**config.mk**
```make
export PLATFORM = sky130hd
export DESIGN_NAME = wb_arbiter2
export DESIGN_NICKNAME = d
export VERILOG_FILES = /design/src/rtl/wb_arbiter2.sv
export SDC_FILE = /design/constraint.sdc
export NUM_CORES = 1
export LEC_CHECK = 0
export ABC_CLOCK_PERIOD_IN_PS = 1950
export BUFFER_PORTS_ARGS = -buffer_cell sky130_fd_sc_hd__buf_2
export CAP_MARGIN = 20
export CORE_ASPECT_RATIO = 0.75
export CORE_MARGIN = 5
export CORE_UTILIZATION = 30
export CTS_CLUSTER_SIZE = 20
export DETAILED_ROUTE_END_ITERATION = 8
export PLACE_DENSITY_LB_ADDON = 0.15
export RECOVER_POWER = 50
export SLEW_MARGIN = 10
export SYNTH_ARGS = -nofsm -noshare
export SYNTH_HDL_FRONTEND = slang
export SYNTH_SLANG_ARGS = --single-unit
```
**constraint.sdc**
```tcl
create_clock -name sys_clk_i -period 1.95 [get_ports sys_clk_i]
set_clock_uncertainty 0.15 [all_clocks]
set_input_delay 0.2925 -clock sys_clk_i [delete_from_list [all_inputs] [get_ports sys_clk_i]]
set_output_delay 0.2925 -clock sys_clk_i [all_outputs]
set_load 0.01 [all_outputs]
```
**src/rtl/wb_arbiter2.sv**
```systemverilog
// +--------------------------------------------------------------------------+
// | wb_arbiter2 : two-master Wishbone classic arbiter, round-robin, cyc-lock |
// | Revision 1.0 - initial release                                           |
// +--------------------------------------------------------------------------+
`default_nettype none

module wb_arbiter2 #(
  parameter int AW      = 16,
  parameter int DW      = 16,
  parameter int TIMEOUT = 255
) (
  input  logic              sys_clk_i,
  input  logic              sys_rst_i,
  input  logic              m0_cyc_i,
  input  logic              m0_stb_i,
  input  logic              m0_we_i,
  input  logic [AW-1:0]     m0_adr_i,
  input  logic [DW-1:0]     m0_dat_i,
  input  logic [DW/8-1:0]   m0_sel_i,
  output logic [DW-1:0]     m0_dat_o,
  output logic              m0_ack_o,
  output logic              m0_err_o,
  input  logic              m1_cyc_i,
  input  logic              m1_stb_i,
  input  logic              m1_we_i,
  input  logic [AW-1:0]     m1_adr_i,
  input  logic [DW-1:0]     m1_dat_i,
  input  logic [DW/8-1:0]   m1_sel_i,
  output logic [DW-1:0]     m1_dat_o,
  output logic              m1_ack_o,
  output logic              m1_err_o,
  output logic              s_cyc_o,
  output logic              s_stb_o,
  output logic              s_we_o,
  output logic [AW-1:0]     s_adr_o,
  output logic [DW-1:0]     s_dat_o,
  output logic [DW/8-1:0]   s_sel_o,
  input  logic [DW-1:0]     s_dat_i,
  input  logic              s_ack_i,
  output logic [1:0]        gnt_o
);

  localparam logic [1:0] IDLE = 2'd0;
  localparam logic [1:0] GNT0 = 2'd1;
  localparam logic [1:0] GNT1 = 2'd2;
  localparam logic [7:0] TMO  = 8'(TIMEOUT);

  logic [1:0] state, state_nxt;
  logic       last, last_nxt;
  logic [7:0] wdog, wdog_nxt;
  logic       own_cyc, own_stb, timeout;

  always_comb begin
    own_cyc = 1'b0;
    own_stb = 1'b0;
    case (state)
      GNT0: begin own_cyc = m0_cyc_i; own_stb = m0_stb_i; end
      GNT1: begin own_cyc = m1_cyc_i; own_stb = m1_stb_i; end
      default: ;
    endcase
  end

  // A same-cycle ack beats the watchdog.
  assign timeout = own_cyc & own_stb & ~s_ack_i & (wdog == TMO);

  always_comb begin
    state_nxt = state;
    last_nxt  = last;
    case (state)
      IDLE: begin
        if (m0_cyc_i && m1_cyc_i) state_nxt = last ? GNT0 : GNT1;
        else if (m0_cyc_i)        state_nxt = GNT0;
        else if (m1_cyc_i)        state_nxt = GNT1;
      end
      GNT0: begin
        if (!m0_cyc_i) begin
          last_nxt  = 1'b0;
          state_nxt = m1_cyc_i ? GNT1 : IDLE;
        end
      end
      GNT1: begin
        if (!m1_cyc_i) begin
          last_nxt  = 1'b1;
          state_nxt = m0_cyc_i ? GNT0 : IDLE;
        end
      end
      default: state_nxt = IDLE;
    endcase
  end

  always_comb begin
    if (state == IDLE || state_nxt != state || s_ack_i || timeout)
      wdog_nxt = 8'd0;
    else if (own_stb)
      wdog_nxt = wdog + 8'd1;
    else
      wdog_nxt = wdog;
  end

  always_ff @(posedge sys_clk_i or negedge sys_rst_i) begin
    if (!sys_rst_i) begin
      state <= IDLE;
      last  <= 1'b1;
      wdog  <= 8'd0;
    end else begin
      state <= state_nxt;
      last  <= last_nxt;
      wdog  <= wdog_nxt;
    end
  end

  always_comb begin
    s_adr_o  = '0;
    s_dat_o  = '0;
    s_sel_o  = '0;
    s_we_o   = 1'b0;
    m0_dat_o = '0;
    m0_ack_o = 1'b0;
    m0_err_o = 1'b0;
    m1_dat_o = '0;
    m1_ack_o = 1'b0;
    m1_err_o = 1'b0;
    case (state)
      GNT0: begin
        s_adr_o  = m0_adr_i;
        s_dat_o  = m0_dat_i;
        s_sel_o  = m0_sel_i;
        s_we_o   = m0_we_i;
        m0_dat_o = s_dat_i;
        m0_ack_o = s_ack_i;
        m0_err_o = timeout;
      end
      GNT1: begin
        s_adr_o  = m1_adr_i;
        s_dat_o  = m1_dat_i;
        s_sel_o  = m1_sel_i;
        s_we_o   = m1_we_i;
        m1_dat_o = s_dat_i;
        m1_ack_o = s_ack_i;
        m1_err_o = timeout;
      end
      default: ;
    endcase
  end

  assign s_cyc_o = own_cyc & ~timeout;
  assign s_stb_o = own_stb & ~timeout;
  assign gnt_o   = {state == GNT1, state == GNT0};

endmodule

`default_nettype wire

```
==> results of run 1 <==
[per-layer routing]
layer,track usage [%],up-vias
met5,0,-
met4,4.97,0
met3,4.54,16
met2,38.4,107
met1,26.2,1135
li1,-,1166
[kinds of logic (layout without fill, tap and decap cells)]
| family | Yosys count | count (layout) | synth area share [%] |
|---|---|---|---|
| mux | 2 | 2 | 2.03 |
| flops | 11 | 11 | 17.3 |
| fa+ha+maj | 6 | 6 | 4.69 |
| buf+inv | 22 | 219 | 5.56 |
| simple gates | 113 | 113 | 42.0 |
| other cells | 0 | 1 | 0 |
| xor+xnor | 6 | 6 | 3.29 |
| compound gates | 55 | 55 | 25.1 |
[stage by stage]
stage	setup slack (ns)	instance area, um^2	hold WS [ns]	utilization, %	instances
after floorplan	0.00214	1660	-0.153	-	215
after global placement	-0.0312	2700	0.0316	51.3	461
after detailed placement	-0.0633	2700	0.0310	51.3	461
after CTS	-0.295	3340	0.247	63.4	483
after global routing	-0.394	3530	0.327	67.1	487
final	-0.286	3530	0.250	67.1	488
[registers in the layout (all words and copies together) (netlist names)]
register / count
wdog: 8
last: 1
state: 2
[where the power goes]
group          internal, W  total, W  switching (W)
clock             0.000141  0.000244       0.000103
sequential        0.000269  0.000312      0.0000427
combinational      0.00224   0.00410        0.00186
total              0.00265   0.00466        0.00201
[worst paths after layout]
kind / startpoint / end / slack, ns / cells past startpoint
worst max-delay path: state[0] / m1_err_o / -0.29 / 8
worst min-delay path: m1_cyc_i / last / 0.25 / 4
worst max register to register: state[0] / wdog[6] / -0.15 / 7
worst min register to register: last / last / 0.39 / 2
max in group asynchronous: sys_rst_i / state[0] / 0.78 / 2
min in group asynchronous: sys_rst_i / wdog[5] / 0.42 / 2
[area by class of cell]
type	count	area share (%)
antenna	1	0.0708
clock inverter	1	0.142
sequential	11	7.89
tap	75	2.65
clock buffer	3	1.17
timing repair buffer	212	44.1
inverter	3	0.460
multi-input combinational	182	43.5
[critical path, stage by stage (launching register included)]
cell and delay [ns]:
dfrtp_2 0.44, inv_4 0.09, ha_4 0.16, a22o_4 0.15, nand2_2 0.04, nor4_2 0.26
buf_4 0.17, and2_1 0.11, buf_2 0.12
[layout by cell type (no fill, tap or decap), types with 5 or more instances in the layout]
master,instances
a22oi_2,35
buf_4,21
nand2_1,5
dfrtp_1,8
nor2_1,9
and2_4,15
buf_6,19
buf_16,5
buf_2,151
nor3_2,5
buf_12,10
and2_1,21
nor2b_1,36
[repair_timing]
action | CTS | global route
setup buffers | 10 | 6
gates cloned | 7 | 2
endpoints found under the hold margin | 10 | 0
hold buffers | 1 | 0
endpoints found under the setup margin | 65 | 66
resized for setup | 65 | 38
pin swaps | 10 | 8
==> impl_summary.txt, run 1 <==
----------------------------------------------------
[Status]
  Result of the run ... complete, but fails checks
  Violated checks ... setup timing

[Synthesis]
  Flops & latches, synth ... 11
  Count of warnings emitted by yosys ... 0
  Post-Syn Area per Cell ... around 7.4 um^2
  Netlist area before placement ... around 1600 um^2
  Count of flip-flops with a built-in enable after synthesis ... 0
  Most frequent cells after synthesis ... a22oi_1 (37), and2_1 (36), nor2b_1 (36)
  Leading cell type by number of instances after synthesis ... a22oi_1
  Synth async-reset ratio ... 100%
  Most area-hungry cell type in the Yosys netlist ... a22oi_1
  Number of different library cells in the post-synthesis netlist ... 37
  Cell count after synthesis ... 215
  Register area share after synthesis ... 17.3%
  Synthesized Nets ... 314
  Ranking of synthesized cells by area ... a22oi_1 (17%), dfrtp_1 (16%), and2_1 (14%), nor2b_1 (14%), ha_1 (4.7%)
  Most instantiated flip-flop cell in the synthesis netlist ... dfrtp_1
  Synth top area share ... between 15 and 20%

[Power]
  Leakage power total ... 1.70 nW
  Overall power of the completed layout ... 0.00466 W
  Power per cell area ... 1320 nW/um^2
  Worst voltage drop across the vdd grid ... 0.000481 V

[Clock network]
  CTS tree ... done
  Clock root buffer ... clkbuf_8
  Clock transition at path regs ... 0.06 ns
  Maximum root-to-sink buffer count ... 2
  Num CTS Buffers ... 3
  CTS HTree Levels ... 1
  Latest clock arrival within the worst-skew pair ... roughly 0.25 ns
  Clock sinks ... 11

[Global routing]
  Number of antenna violations at the first check in global routing ... 0
  Total global routing overflow ... 0
  Via count of the first global-routing pass ... 2320
  Global-route usage over all layers ... 21.4%
  Global-route wire length before repair ... 11700 um
  Maximum number of pins on one net before global-route repair ... 40

[Finish]
  Fraction of layout cells with a size suffix above 1 ... 69.4%
  Layout fillers ... roughly 400
  Synth-to-Final Area Change ... 121%
  Area taken by flip-flops and latches ... 279 um^2
  Area occupied by multi-input gates ... 1540 um^2
  Number of nets in the finished design ... 512

[STA]
  Final setup fails ... 68
  Final Hold Vio Count ... 0
  Post-layout minimum cycle time ... approximately 2.2 ns
  Final cycle utilization of the critical path ... 115%
  Unrepaired setup endpoints after global routing ... yes
  Slew at the pin closest to its max-slew limit ... between 0.6 and 0.7 ns
  F_max ... roughly 450 MHz
  Headroom to the max-slew limit ... between 50% and 60%
  Summed negative setup slack over all endpoints ... -11.75 ns
  Max Slew Vio Count ... 0
  Min setup slack post-route ... -0.286 ns

[Route]
  Length of routed met2 wiring ... 4410 um
  Detailed Routing Iterations Pass 1 ... 4
  Post-DRT Antenna Nets ... 0
  Routed length on met3 ... 627 um
  Starting DRC count in detailed routing ... between 70 and 80
  Vias per inst ... 4.97
  DRC violations left ... 0
  Uppermost signal routing layer after detailed routing ... met4
  Routed met1 length ... 3450 um
  Total vias in the final route ... ~2400
  Average wire length per cell after detail routing ... 17.8 um
  Post-Route WL ... 8670 um

[Critical path]
  Crit path arrival time ... 1.79 ns
  Sort of element at the end of the critical path ... primary output
  Worst-path fanout max ... 4
  Crit Path Category ... register to primary output
  Worst setup SP type ... register
  Data required time of the worst path ... between 1.5 and 2 ns

[Floorplan]
  # rows ... 23
  Total core area ... roughly 5300 um^2
  Overall die area ... between 6000 and 7000 um^2
  Vertical die dimension ... 73.2 um
  Effective utilization at floorplan ... a little under a third
  Ports ... 168
  Die extent in x ... 94.3 um

[Worst hold path]
  Worst min path class ... input pin to register

[Job]
  Number of max-cap violations ... 0

[Place]
  Input/output buffers ... ~170
  RD Place Congestion ... 0.814
  Detail Placement HPWL ... between 5000 and 6000 um

----------------------------------------------------
(Power assumes the default switching activity.)
==> run 2: changes to the inputs <==
--- a/config.mk
+++ b/config.mk
@@ -5,16 +5,19 @@
 export SDC_FILE = /design/constraint.sdc
 export NUM_CORES = 1
 export LEC_CHECK = 0
-export ABC_CLOCK_PERIOD_IN_PS = 1950
+export ABC_CLOCK_PERIOD_IN_PS = 2029
 export BUFFER_PORTS_ARGS = -buffer_cell sky130_fd_sc_hd__buf_2
 export CAP_MARGIN = 20
+export CELL_PAD_IN_SITES_DETAIL_PLACEMENT = 1
+export CELL_PAD_IN_SITES_GLOBAL_PLACEMENT = 2
 export CORE_ASPECT_RATIO = 0.75
 export CORE_MARGIN = 5
-export CORE_UTILIZATION = 30
+export CORE_UTILIZATION = 14
 export CTS_CLUSTER_SIZE = 20
 export DETAILED_ROUTE_END_ITERATION = 8
 export PLACE_DENSITY_LB_ADDON = 0.15
 export RECOVER_POWER = 50
+export SETUP_SLACK_MARGIN = 0.1
 export SLEW_MARGIN = 10
 export SYNTH_ARGS = -nofsm -noshare
 export SYNTH_HDL_FRONTEND = slang
==> constraint.sdc (replaced) <==
create_clock -name sys_clk_i -period 2.03 [get_ports sys_clk_i]
set_clock_uncertainty 0.15 [all_clocks]
set_input_delay 0.3045 -clock sys_clk_i [delete_from_list [all_inputs] [get_ports sys_clk_i]]
set_output_delay 0.3045 -clock sys_clk_i [all_outputs]
set_load 0.01 [all_outputs]
==> impl_summary.txt, run 2 (same netlist as run 1, synthesis figures left out) <==
----------------------------------------------------
[Status]
  Result of the run ... complete, but fails checks
  Violated checks ... setup timing

[Route]
  Vias per inst ... approximately 4.4
  Starting DRC count in detailed routing ... 99
  Post-DRT Antenna Nets ... 0
  Detailed Routing Iterations Pass 1 ... 4
  DRC violations left ... 0
  Post-Route WL ... roughly 11000 um
  Total vias in the final route ... 2437
  Average wire length per cell after detail routing ... 18.9 um

[Floorplan]
  Total core area ... about 11000 um^2
  Vertical die dimension ... 103 um
  # rows ... 33
  Ports ... 168
  Overall die area ... approximately 14000 um^2
  Die extent in x ... 133 um
  Effective utilization at floorplan ... between 10% and 20%

[STA]
  Post-layout minimum cycle time ... about 2.4 ns
  Min setup slack post-route ... -0.348 ns
  Final hold slack ... 0.389 ns
  Headroom to the max-slew limit ... 58.5%
  Final Hold Vio Count ... 0
  Max Slew Vio Count ... 0
  Unrepaired setup endpoints after global routing ... yes
  F_max ... 421 MHz
  Final cycle utilization of the critical path ... 117%
  Slew at the pin closest to its max-slew limit ... 0.623 ns
  Final setup fails ... 67

[Place]
  RD Place Congestion ... 0.773
  Worst setup timing slack at the placement stage ... -0.131 ns
  Detail Placement HPWL ... 7250 um
  Input/output buffers ... 167

[Critical path]
  Cells along the critical path ... buf_12 > ha_4 > buf_8 > a22o_4 > nand2_2 > nor4_2 > buf_4 > and2_4 > buf_6
  Worst setup SP type ... register
  Worst path slowest cell ... dfrtp_2
  Data required time of the worst path ... 1.58 ns
  Crit Path Category ... register to primary output
  Worst-path fanout max ... 5
  Delay of the slowest cell on the worst path ... 0.42 ns
  Sort of element at the end of the critical path ... primary output
  Crit path arrival time ... 1.92 ns

[Job]
  Number of max-cap violations ... 0

[Clock network]
  Clock sinks ... 11
  Clock transition at path regs ... 0.04 ns
  Clock root buffer ... clkbuf_16
  CTS tree ... done
  Maximum root-to-sink buffer count ... 2
  Num CTS Buffers ... 3
  Latest clock arrival within the worst-skew pair ... 0.24 ns
  CTS HTree Levels ... 1

[Worst hold path]
  Worst min path class ... input pin to register

[Power]
  Power per cell area ... approximately 1400 nW/um^2
  Leakage power total ... around 1.8 nW
  Worst voltage drop across the vdd grid ... 0.000452 V

[Finish]
  Number of flip-flops in the largest register ... 8
  Synth-to-Final Area Change ... 138%
  Largest registers ... wdog: 8 flops, state: 2 flops, last: 1 flops
  Top library cells by usage in the layout, fill and taps aside ... buf_2 (150), a22oi_2 (34), nor2b_1 (29)
  Fraction of layout cells with a size suffix above 1 ... 71.9%
  Number of nets in the finished design ... ~520
  Antenna diode count ... 0
  Register name with the most flops ... wdog
  Most common cell after layout, fill and taps aside ... buf_2

[Global routing]
  Global-route track usage on met1 ... 16.2%
  Via count of the first global-routing pass ... 2443
  Maximum number of pins on one net before global-route repair ... 22
  Routing usage on met3 ... just under 3%
  Global-route wire length before repair ... 14000 um
  Total global routing overflow ... 0
  Met2 Usage GRT ... between 20% and 30%
  Layer with the highest usage after global routing ... met2
  Number of antenna violations at the first check in global routing ... 0
  Global-route usage over all layers ... around an eighth

----------------------------------------------------
run 2: where the power goes:
| group | switching [W] | leakage [nW] | internal [W] |
|---|---|---|---|
| clock network | 0.0000884 | 0.0382 | 0.000263 |
| logic | 0.00208 | 1.59 | 0.00253 |
| registers | 0.0000543 | 0.145 | 0.000259 |
run 2: metrics by stage:
| step | std cells | TNS (ns) | utilization [%] | total power (W) | cell area, um^2 |
|---|---|---|---|---|---|
| final | 557 | -9.35 | 34.4 | 0.00528 | 3800 |
| after CTS | 541 | -7.52 | 29.5 | 0.00414 | 3270 |
| after floorplan | 215 | 0 | - | 0.00192 | 1660 |
| after global routing | 557 | -12.44 | 34.4 | 0.00560 | 3800 |
| after detailed placement | 525 | -0.197 | 25.0 | 0.00304 | 2760 |
| after global placement | 525 | -0.117 | 25.0 | 0.00305 | 2760 |
run 2: cell type report:
type                            count  area [um^2]
Clock buffer                        4         78.8
Fill cell                        1307         7260
Inverter                            3         16.3
Multi-Input combinational cell    182         1580
Sequential cell                    11          279
Tap cell                          140          175
Timing Repair Buffer              217         1670
run 2: worst paths after layout:
kind,end,slack (ns),depth (start not counted),start
max,m1_err_o,-0.35,9,state[0]
min,last,0.39,5,m1_cyc_i
max reg2reg,wdog[5],-0.26,9,state[0]
min reg2reg,last,0.39,2,last
max in group asynchronous,state[1],0.83,2,sys_rst_i
min in group asynchronous,wdog[6],0.46,2,sys_rst_i
run 2: worst max-delay path, delay by kind of cell (launching register included):
family,cells,cell delay [ns]
compound gates,1,0.12
fa+ha+maj,1,0.15
buf+inv,4,0.53
flops,1,0.42
simple gates,3,0.47
run 2: metal layers:
layer	vias to the layer above	share of wire (%)	wire length, um
met5	-	0	0
met1	1151	44	4600
met3	8	6.1	647
li1	1177	-	-
met4	0	1.1	112
met2	101	49	5190
run 2: repair_timing:
action                     4_1_cts  5_1_grt
buffers inserted                 8       10
pin swaps                        7       24
hold buffers                     1        0
setup endpoints to repair       67       81
hold endpoints to repair        10        0
cloned                           4        8
resized for setup               50       64
